File: src/rtl/imem_loader_if.sv
// Byte-stream and instruction-memory write bundle of the imem loader.
// master: stream source / memory side (testbench); slave: the loader.
interface imem_loader_if #(
    parameter int ADDR_W = 6
);
    logic              start;
    logic [7:0]        byte_in;
    logic              byte_valid;
    logic              byte_ready;
    logic              mem_we;
    logic [ADDR_W-1:0] mem_addr;
    logic [31:0]       mem_wdata;
    logic              busy;
    logic              cpu_hold;
    logic              done;
    logic              error;

    modport master (
        output start, byte_in, byte_valid,
        input  byte_ready, mem_we, mem_addr, mem_wdata, busy, cpu_hold, done, error
    );

    modport slave (
        input  start, byte_in, byte_valid,
        output byte_ready, mem_we, mem_addr, mem_wdata, busy, cpu_hold, done, error
    );
endinterface

File: src/rtl/imem_loader.sv
// Instruction-memory loader: takes a framed byte stream [N][4*N bytes LE][XOR],
// writes words from address 0 upward, holds the core while loading and reports
// done/error for the last frame.
module imem_loader #(
    parameter int WORDS  = 64,
    parameter int ADDR_W = 6
) (
    input  logic          clk,
    input  logic          rst,
    imem_loader_if.slave  bus
);
    typedef enum logic [2:0] {
        S_IDLE,
        S_HDR,
        S_DATA,
        S_WR,
        S_CHK,
        S_DONE,
        S_ERR
    } state_t;

    localparam logic [7:0] LP_WORDS = 8'(WORDS);

    state_t            r_state;
    logic [7:0]        r_n;
    logic [1:0]        r_bcnt;
    logic [ADDR_W:0]   r_wcnt;
    logic [7:0]        r_chk;
    logic [ADDR_W-1:0] r_addr;
    logic [31:0]       r_wdata;
    logic              r_we;
    logic              r_ready;
    logic              r_busy;
    logic              r_done;
    logic              r_error;
    logic              w_xfer;

    assign w_xfer         = bus.byte_valid & r_ready;
    assign bus.byte_ready = r_ready;
    assign bus.mem_we     = r_we;
    assign bus.mem_addr   = r_addr;
    assign bus.mem_wdata  = r_wdata;
    assign bus.busy       = r_busy;
    assign bus.cpu_hold   = r_busy;
    assign bus.done       = r_done;
    assign bus.error      = r_error;

    // Frame FSM; every output is a register updated alongside the state transition.
    always_ff @(posedge clk or negedge rst) begin
        if (!rst) begin
            r_state <= S_IDLE;
            r_n     <= '0;
            r_bcnt  <= '0;
            r_wcnt  <= '0;
            r_chk   <= '0;
            r_addr  <= '0;
            r_wdata <= '0;
            r_we    <= 1'b0;
            r_ready <= 1'b0;
            r_busy  <= 1'b0;
            r_done  <= 1'b0;
            r_error <= 1'b0;
        end else begin
            r_we <= 1'b0;
            case (r_state)
                S_IDLE, S_DONE, S_ERR: begin
                    if (bus.start) begin
                        r_state <= S_HDR;
                        r_done  <= 1'b0;
                        r_error <= 1'b0;
                        r_addr  <= '0;
                        r_chk   <= '0;
                        r_wcnt  <= '0;
                        r_bcnt  <= '0;
                        r_ready <= 1'b1;
                        r_busy  <= 1'b1;
                    end
                end
                S_HDR: begin
                    if (w_xfer) begin
                        r_n <= bus.byte_in;
                        if (bus.byte_in > LP_WORDS) begin
                            r_state <= S_ERR;
                            r_ready <= 1'b0;
                            r_busy  <= 1'b0;
                            r_error <= 1'b1;
                        end else if (bus.byte_in == 8'd0) begin
                            r_state <= S_CHK;
                        end else begin
                            r_state <= S_DATA;
                        end
                    end
                end
                S_DATA: begin
                    if (w_xfer) begin
                        r_wdata[{r_bcnt, 3'b000} +: 8] <= bus.byte_in;
                        r_chk  <= r_chk ^ bus.byte_in;
                        r_bcnt <= r_bcnt + 2'd1;
                        if (r_bcnt == 2'd3) begin
                            r_state <= S_WR;
                            r_ready <= 1'b0;
                            r_we    <= 1'b1;
                            r_wcnt  <= r_wcnt + 1'b1;
                        end
                    end
                end
                S_WR: begin
                    // r_wcnt already counts the word being written this cycle
                    r_ready <= 1'b1;
                    if (8'(r_wcnt) == r_n) begin
                        r_state <= S_CHK;
                    end else begin
                        r_state <= S_DATA;
                        r_addr  <= r_addr + 1'b1;
                    end
                end
                S_CHK: begin
                    if (w_xfer) begin
                        r_ready <= 1'b0;
                        r_busy  <= 1'b0;
                        if (bus.byte_in == r_chk) begin
                            r_state <= S_DONE;
                            r_done  <= 1'b1;
                        end else begin
                            r_state <= S_ERR;
                            r_error <= 1'b1;
                        end
                    end
                end
                default: begin
                    r_state <= S_IDLE;
                    r_ready <= 1'b0;
                    r_busy  <= 1'b0;
                end
            endcase
        end
    end
endmodule

File: src/flat_wrapper.sv
// flat-port wrapper written by rule: the top's interface ports become plain ports
module imem_loader_flat 
#(
    parameter int WORDS  = 64,
    parameter int ADDR_W = 6
)
  (clk, rst, bus_start, bus_byte_in, bus_byte_valid, bus_byte_ready, bus_mem_we, bus_mem_addr, bus_mem_wdata, bus_busy, bus_cpu_hold, bus_done, bus_error);
  imem_loader_if #(.ADDR_W(ADDR_W)) bus_i ();
  input  logic clk;
  input  logic rst;
  input wire logic [$bits(bus_i.start)-1:0] bus_start;
  input wire logic [$bits(bus_i.byte_in)-1:0] bus_byte_in;
  input wire logic [$bits(bus_i.byte_valid)-1:0] bus_byte_valid;
  output wire logic [$bits(bus_i.byte_ready)-1:0] bus_byte_ready;
  output wire logic [$bits(bus_i.mem_we)-1:0] bus_mem_we;
  output wire logic [$bits(bus_i.mem_addr)-1:0] bus_mem_addr;
  output wire logic [$bits(bus_i.mem_wdata)-1:0] bus_mem_wdata;
  output wire logic [$bits(bus_i.busy)-1:0] bus_busy;
  output wire logic [$bits(bus_i.cpu_hold)-1:0] bus_cpu_hold;
  output wire logic [$bits(bus_i.done)-1:0] bus_done;
  output wire logic [$bits(bus_i.error)-1:0] bus_error;
  assign bus_i.start = bus_start;
  assign bus_i.byte_in = bus_byte_in;
  assign bus_i.byte_valid = bus_byte_valid;
  assign bus_byte_ready = bus_i.byte_ready;
  assign bus_mem_we = bus_i.mem_we;
  assign bus_mem_addr = bus_i.mem_addr;
  assign bus_mem_wdata = bus_i.mem_wdata;
  assign bus_busy = bus_i.busy;
  assign bus_cpu_hold = bus_i.cpu_hold;
  assign bus_done = bus_i.done;
  assign bus_error = bus_i.error;
  imem_loader #(.WORDS(WORDS), .ADDR_W(ADDR_W)) u_core (.clk(clk), .rst(rst), .bus(bus_i));
endmodule
File: config.mk
export PLATFORM = sky130hd
export DESIGN_NAME = imem_loader_flat
export DESIGN_NICKNAME = d
export VERILOG_FILES = /design/src/rtl/imem_loader_if.sv /design/src/rtl/imem_loader.sv /design/src/flat_wrapper.sv
export SDC_FILE = /design/constraint.sdc
export NUM_CORES = 1
export LEC_CHECK = 0
export BUFFER_PORTS_ARGS = -buffer_cell sky130_fd_sc_hd__clkbuf_2
export CAP_MARGIN = 10
export CORE_MARGIN = 2
export CORE_UTILIZATION = 51
export DETAILED_ROUTE_END_ITERATION = 7
export GPL_ROUTABILITY_DRIVEN = 0
export PLACE_DENSITY = 0.77
export SYNTH_ARGS = -nofsm -noshare
export SYNTH_HDL_FRONTEND = slang
export SYNTH_SLANG_ARGS = --single-unit
File: constraint.sdc
create_clock -name clk -period 1.9 [get_ports clk]
set_input_delay 0.19 -clock clk [delete_from_list [all_inputs] [get_ports clk]]
set_output_delay 0.19 -clock clk [all_outputs]
set_load 0.05 [all_outputs]
==> reports/qor_table.md <==
| Parameter | Reported |
|:---|:---|
| Multiplexer share of the synthesized area | 3.14% |
| Master of the slowest instance on the critical path | sky130_fd_sc_hd__or4_4 |
| Number of hold-slack violations in the final timing report | 0 |
| Vias/cell | 5.61 |
| Worst reg2reg path depth | 6 |
| Boundary pin count | 56 |
| Filler cell count | 555 |
| Largest net degree at the start of global routing | 72 |
| H-Tree Level Count | 3 |
| Number of clock buffers inserted by TritonCTS | 9 |
| Combinational family with the most area after synthesis | simple AND/OR/NAND/NOR gates |
| Worst-case register-to-register setup slack | 0.006 ns |
| Critical path startpoint category | flop |
| Vias in the first global route | 2919 |
| Detailed-router iteration count before antenna repair | 5 |
| Adder-cell share of the synthesized area | 2.82% |
| Die Wd | 87.4 um |
| Setup WS pre-CTS | -0.0773 ns |
| Outcome | finished, final reports clean |
| Simple-gate share of the synthesized area | 19.9% |
| Post-placement cell count | 538 |
| Number of synthesized register bits | 71 |
| Number of enable-type register cells in the synthesized netlist | 0 |
| Worst path arrival time | 2.16 ns |
| Main flop type after synthesis | sky130_fd_sc_hd__dfrtp_1 |
| Highest-count cells in the layout ignoring fill and taps | sky130_fd_sc_hd__nand2_1, sky130_fd_sc_hd__dfrtp_1, sky130_fd_sc_hd__o21ai_0 |
| Setup skew after layout | 0.00707 ns |
| Global-route wire length before repair | 14200 um |
| Count of max-cap constraint violations | 0 |
| Period Utilization, post-route | 99.7% |
| Post-layout nets | 490 |
| Antenna diode count | 0 |
| Compound-Gate Fraction of Synth Area | 16.0% |
| Top fanout value on the critical path | 8 |
| Static leakage | 0.00201 uW |
| Setup slack of the critical path after layout | 0.00557 ns |
| Setup repair bufs after CTS | 0 |
| Number of cells on the worst hold path | 3 |
| Core Box Area | 0.00676 mm^2 |
| GRT Util Overall | 24.0% |
| Tightest Hold Check Type | in2reg |
| Antenna violations before repair | 0 |
| Vias | 3114 |
| Pin slew with the least headroom to its limit | 0.399 ns |
| Synthesis-to-finish area growth | 21.9% |
| CTS Buffer Depth | 2 |
| Total power density per cell area | 1450 mW/mm^2 |
| Final TNS setup | 0 ns |
| End of the worst hold path | u_core.r_chk[5] |
| Data required, critical path | 2.16 ns |
| Fraction of registers with async set or reset after synthesis | 100% |
| CTS tree | built |
| Total of warnings raised by yosys | 0 |
| Multi-input logic area | 0.00167 mm^2 |
| Sink count of the clock tree | 71 |
| Critical Path Start | u_core.r_wcnt[5] |
| Cells after Synth | 395 |
| Area share of xor/xnor cells in the synthesized design | 4.69% |
| FF-to-FF End | u_core.bus.mem_addr[3] |
| Final critical delay including setup and external delays | 1.89 ns |
| Most common cell after layout, fill and taps aside | sky130_fd_sc_hd__nand2_1 |
| DP HPWL | 5940 um |
| Top Family by Delay on Critical Path | simple AND/OR/NAND/NOR gates |
| Post-layout instance count excluding filler cells | 555 |
| Crit path buf inv count | 1 |
| IR Drop Worst-Case VDD | 0.869 mV |
| Critical path class | reg2reg |
| Total routed wirelength | 8550 um |
| Timing-limited maximum frequency | 0.528 GHz |
| Total non-filler cell area in the finished layout | 0.00433 mm^2 |
| Initial DRC count | 259 |
| Count of unique library cells instantiated by Yosys | 48 |
| Root buffer cell | sky130_fd_sc_hd__clkbuf_8 |
| Worst hold start | bus_byte_in[5] |
| Sequential area share after synthesis | 50.1% |
| DRC violations left | 0 |
| Height of the chip | 87.4 um |
| Pwr Total | 6260 uW |
| # rows | 30 |
| Mean Syn Cell Area | 8.98 um^2 |
| Endpoint type of the worst setup path | flop |
| R2R Path Start | u_core.r_wcnt[5] |
| Longest individual stage delay on the worst path | 0.51 ns |
| Antenna viol nets, final | 0 |
| Cell area after technology mapping | 0.00355 mm^2 |
| Mean routed wirelength per cell | 15.4 um |
| Number of setup violations in the final report | 0 |
| Register clock-pin slew on the reported worst setup and hold paths | 0.08 ns |
| Clock insertion delay at the later pin of the skew report | 0.34 ns |
| Starting Density | 52.5% |
| List of cells traversed by the critical path | xor2_1 > or4_4 > or2_4 > buf_6 > a21o_2 > a31oi_1 |
| Share of final-layout standard cells stronger than drive strength 1 | 25.3% |
| Worst slew slack as a fraction of its limit | 72.7% |
| IO buf count | 55 |
| Total Die Area | 0.00764 mm^2 |
| Cell area after placement | 0.00408 mm^2 |
| Congestion Overflow GR | 0 |
| Storage element area | 0.00178 mm^2 |
| Net count after synthesis | 415 |
| Final Max Tran Viols | 0 |
| RSZ-0062 raised after global routing | yes |
==> power by group <==
| group | total (uW) | switching (uW) | internal, uW | leakage (uW) |
|---|---|---|---|---|
| sequential | 2130 | 265 | 1860 | 0.000946 |
| combinational | 2810 | 1830 | 975 | 0.000955 |
| clock | 1320 | 578 | 743 | 0.000107 |
| total | 6260 | 2680 | 3580 | 0.00201 |
==> cell families (layout without fill, tap and decap cells) <==
group / count (synthesis) / in the layout
AO/OA/AOI/OAI: 97 / 97
XOR/XNOR: 19 / 19
adder cells (fa/ha/maj): 8 / 8
buffers and inverters: 28 / 108
flip-flops: 71 / 71
multiplexers: 10 / 10
AND/OR/NAND/NOR: 162 / 162
==> per-layer routing <==
layer	part of all wire [%]	GRT usage [%]
met5	0	0
met4	2.3	10.5
met3	3.9	2.94
met2	47	36.0
met1	47	34.9
==> worst max-delay path by stage <==
stage          slack [ns]  cells after the start                        to
2_1_floorplan       -0.03                      6         u_core.r_state[1]
3_3_place_gp        -0.02                      6    u_core.bus.mem_addr[3]
3_5_place_dp        -0.08                      6    u_core.bus.mem_addr[3]
4_1_cts             -0.04                      6  u_core.bus.mem_wdata[15]
5_1_grt             -0.03                      6    u_core.bus.mem_addr[3]
6_report            0.006                      6    u_core.bus.mem_addr[3]
==> synth_stat cells, types with 2 or more instances <==
cell type / number / area share, %
sky130_fd_sc_hd__nand2_1: 96 / 10
sky130_fd_sc_hd__dfrtp_1: 71 / 50
sky130_fd_sc_hd__o21ai_0: 61 / 8.6
sky130_fd_sc_hd__nor2_1: 26 / 2.8
sky130_fd_sc_hd__clkbuf_1: 18 / 1.9
sky130_fd_sc_hd__xnor2_1: 14 / 3.5
sky130_fd_sc_hd__mux2_2: 9 / 2.9
sky130_fd_sc_hd__a21oi_1: 8 / 1.1
sky130_fd_sc_hd__ha_1: 8 / 2.8
sky130_fd_sc_hd__nand3_1: 7 / 0.99
sky130_fd_sc_hd__a31oi_1: 6 / 1.1
sky130_fd_sc_hd__inv_1: 6 / 0.63
sky130_fd_sc_hd__nor3_1: 6 / 0.85
sky130_fd_sc_hd__o31ai_1: 5 / 1.1
sky130_fd_sc_hd__xor2_1: 5 / 1.2
sky130_fd_sc_hd__and2_1: 4 / 0.71
sky130_fd_sc_hd__nand4_1: 4 / 0.71
sky130_fd_sc_hd__nor2b_1: 4 / 0.71
sky130_fd_sc_hd__nand2b_1: 3 / 0.53
sky130_fd_sc_hd__a211o_1: 2 / 0.49
sky130_fd_sc_hd__and3_1: 2 / 0.35
sky130_fd_sc_hd__buf_2: 2 / 0.28
sky130_fd_sc_hd__nor3b_1: 2 / 0.42
sky130_fd_sc_hd__nor4_1: 2 / 0.35
==> state kept, by name, summed over array words and instances, names as in the netlist, 2 cells and up <==
name / cells
u_core.r_state: 3
u_core.bus.mem_addr: 6
u_core.bus.mem_wdata: 32
u_core.r_chk: 8
u_core.r_wcnt: 7
u_core.r_n: 8
u_core.r_bcnt: 2
==> worst min-delay path: stages <==
cell,delay [ns]
sky130_fd_sc_hd__clkbuf_2,0.13
sky130_fd_sc_hd__nand2_1,0.07
sky130_fd_sc_hd__o21ai_0,0.07
==> timing repair <==
item / in CTS / in global routing
setup endpoints to repair: 26 / 38
gates cloned: 0 / 0
hold buffers: 1 / 0
endpoints found under the hold margin: 71 / 0
pin swaps: 3 / 3
resized for setup: 5 / 5
==> metrics by stage <==
stage / hold slack [ns] / utilization [%]
after floorplan: -0.106 / -
after global placement: 0.243 / 60.4
after detailed placement: 0.244 / 60.4
after CTS: 0.135 / 63.9
after global routing: 0.152 / 64.0
final: 0.149 / 64.0
==> cell type report <==
cell class | instances | share of cell area [%]
Sequential cell | 71 | 41.1
Multi-Input combinational cell | 296 | 38.7
Timing Repair Buffer | 86 | 12.5
Clock buffer | 11 | 3.04
Tap cell | 80 | 2.31
Clock inverter | 5 | 1.91
Inverter | 6 | 0.521
Power figures use the tool's default switching activity.
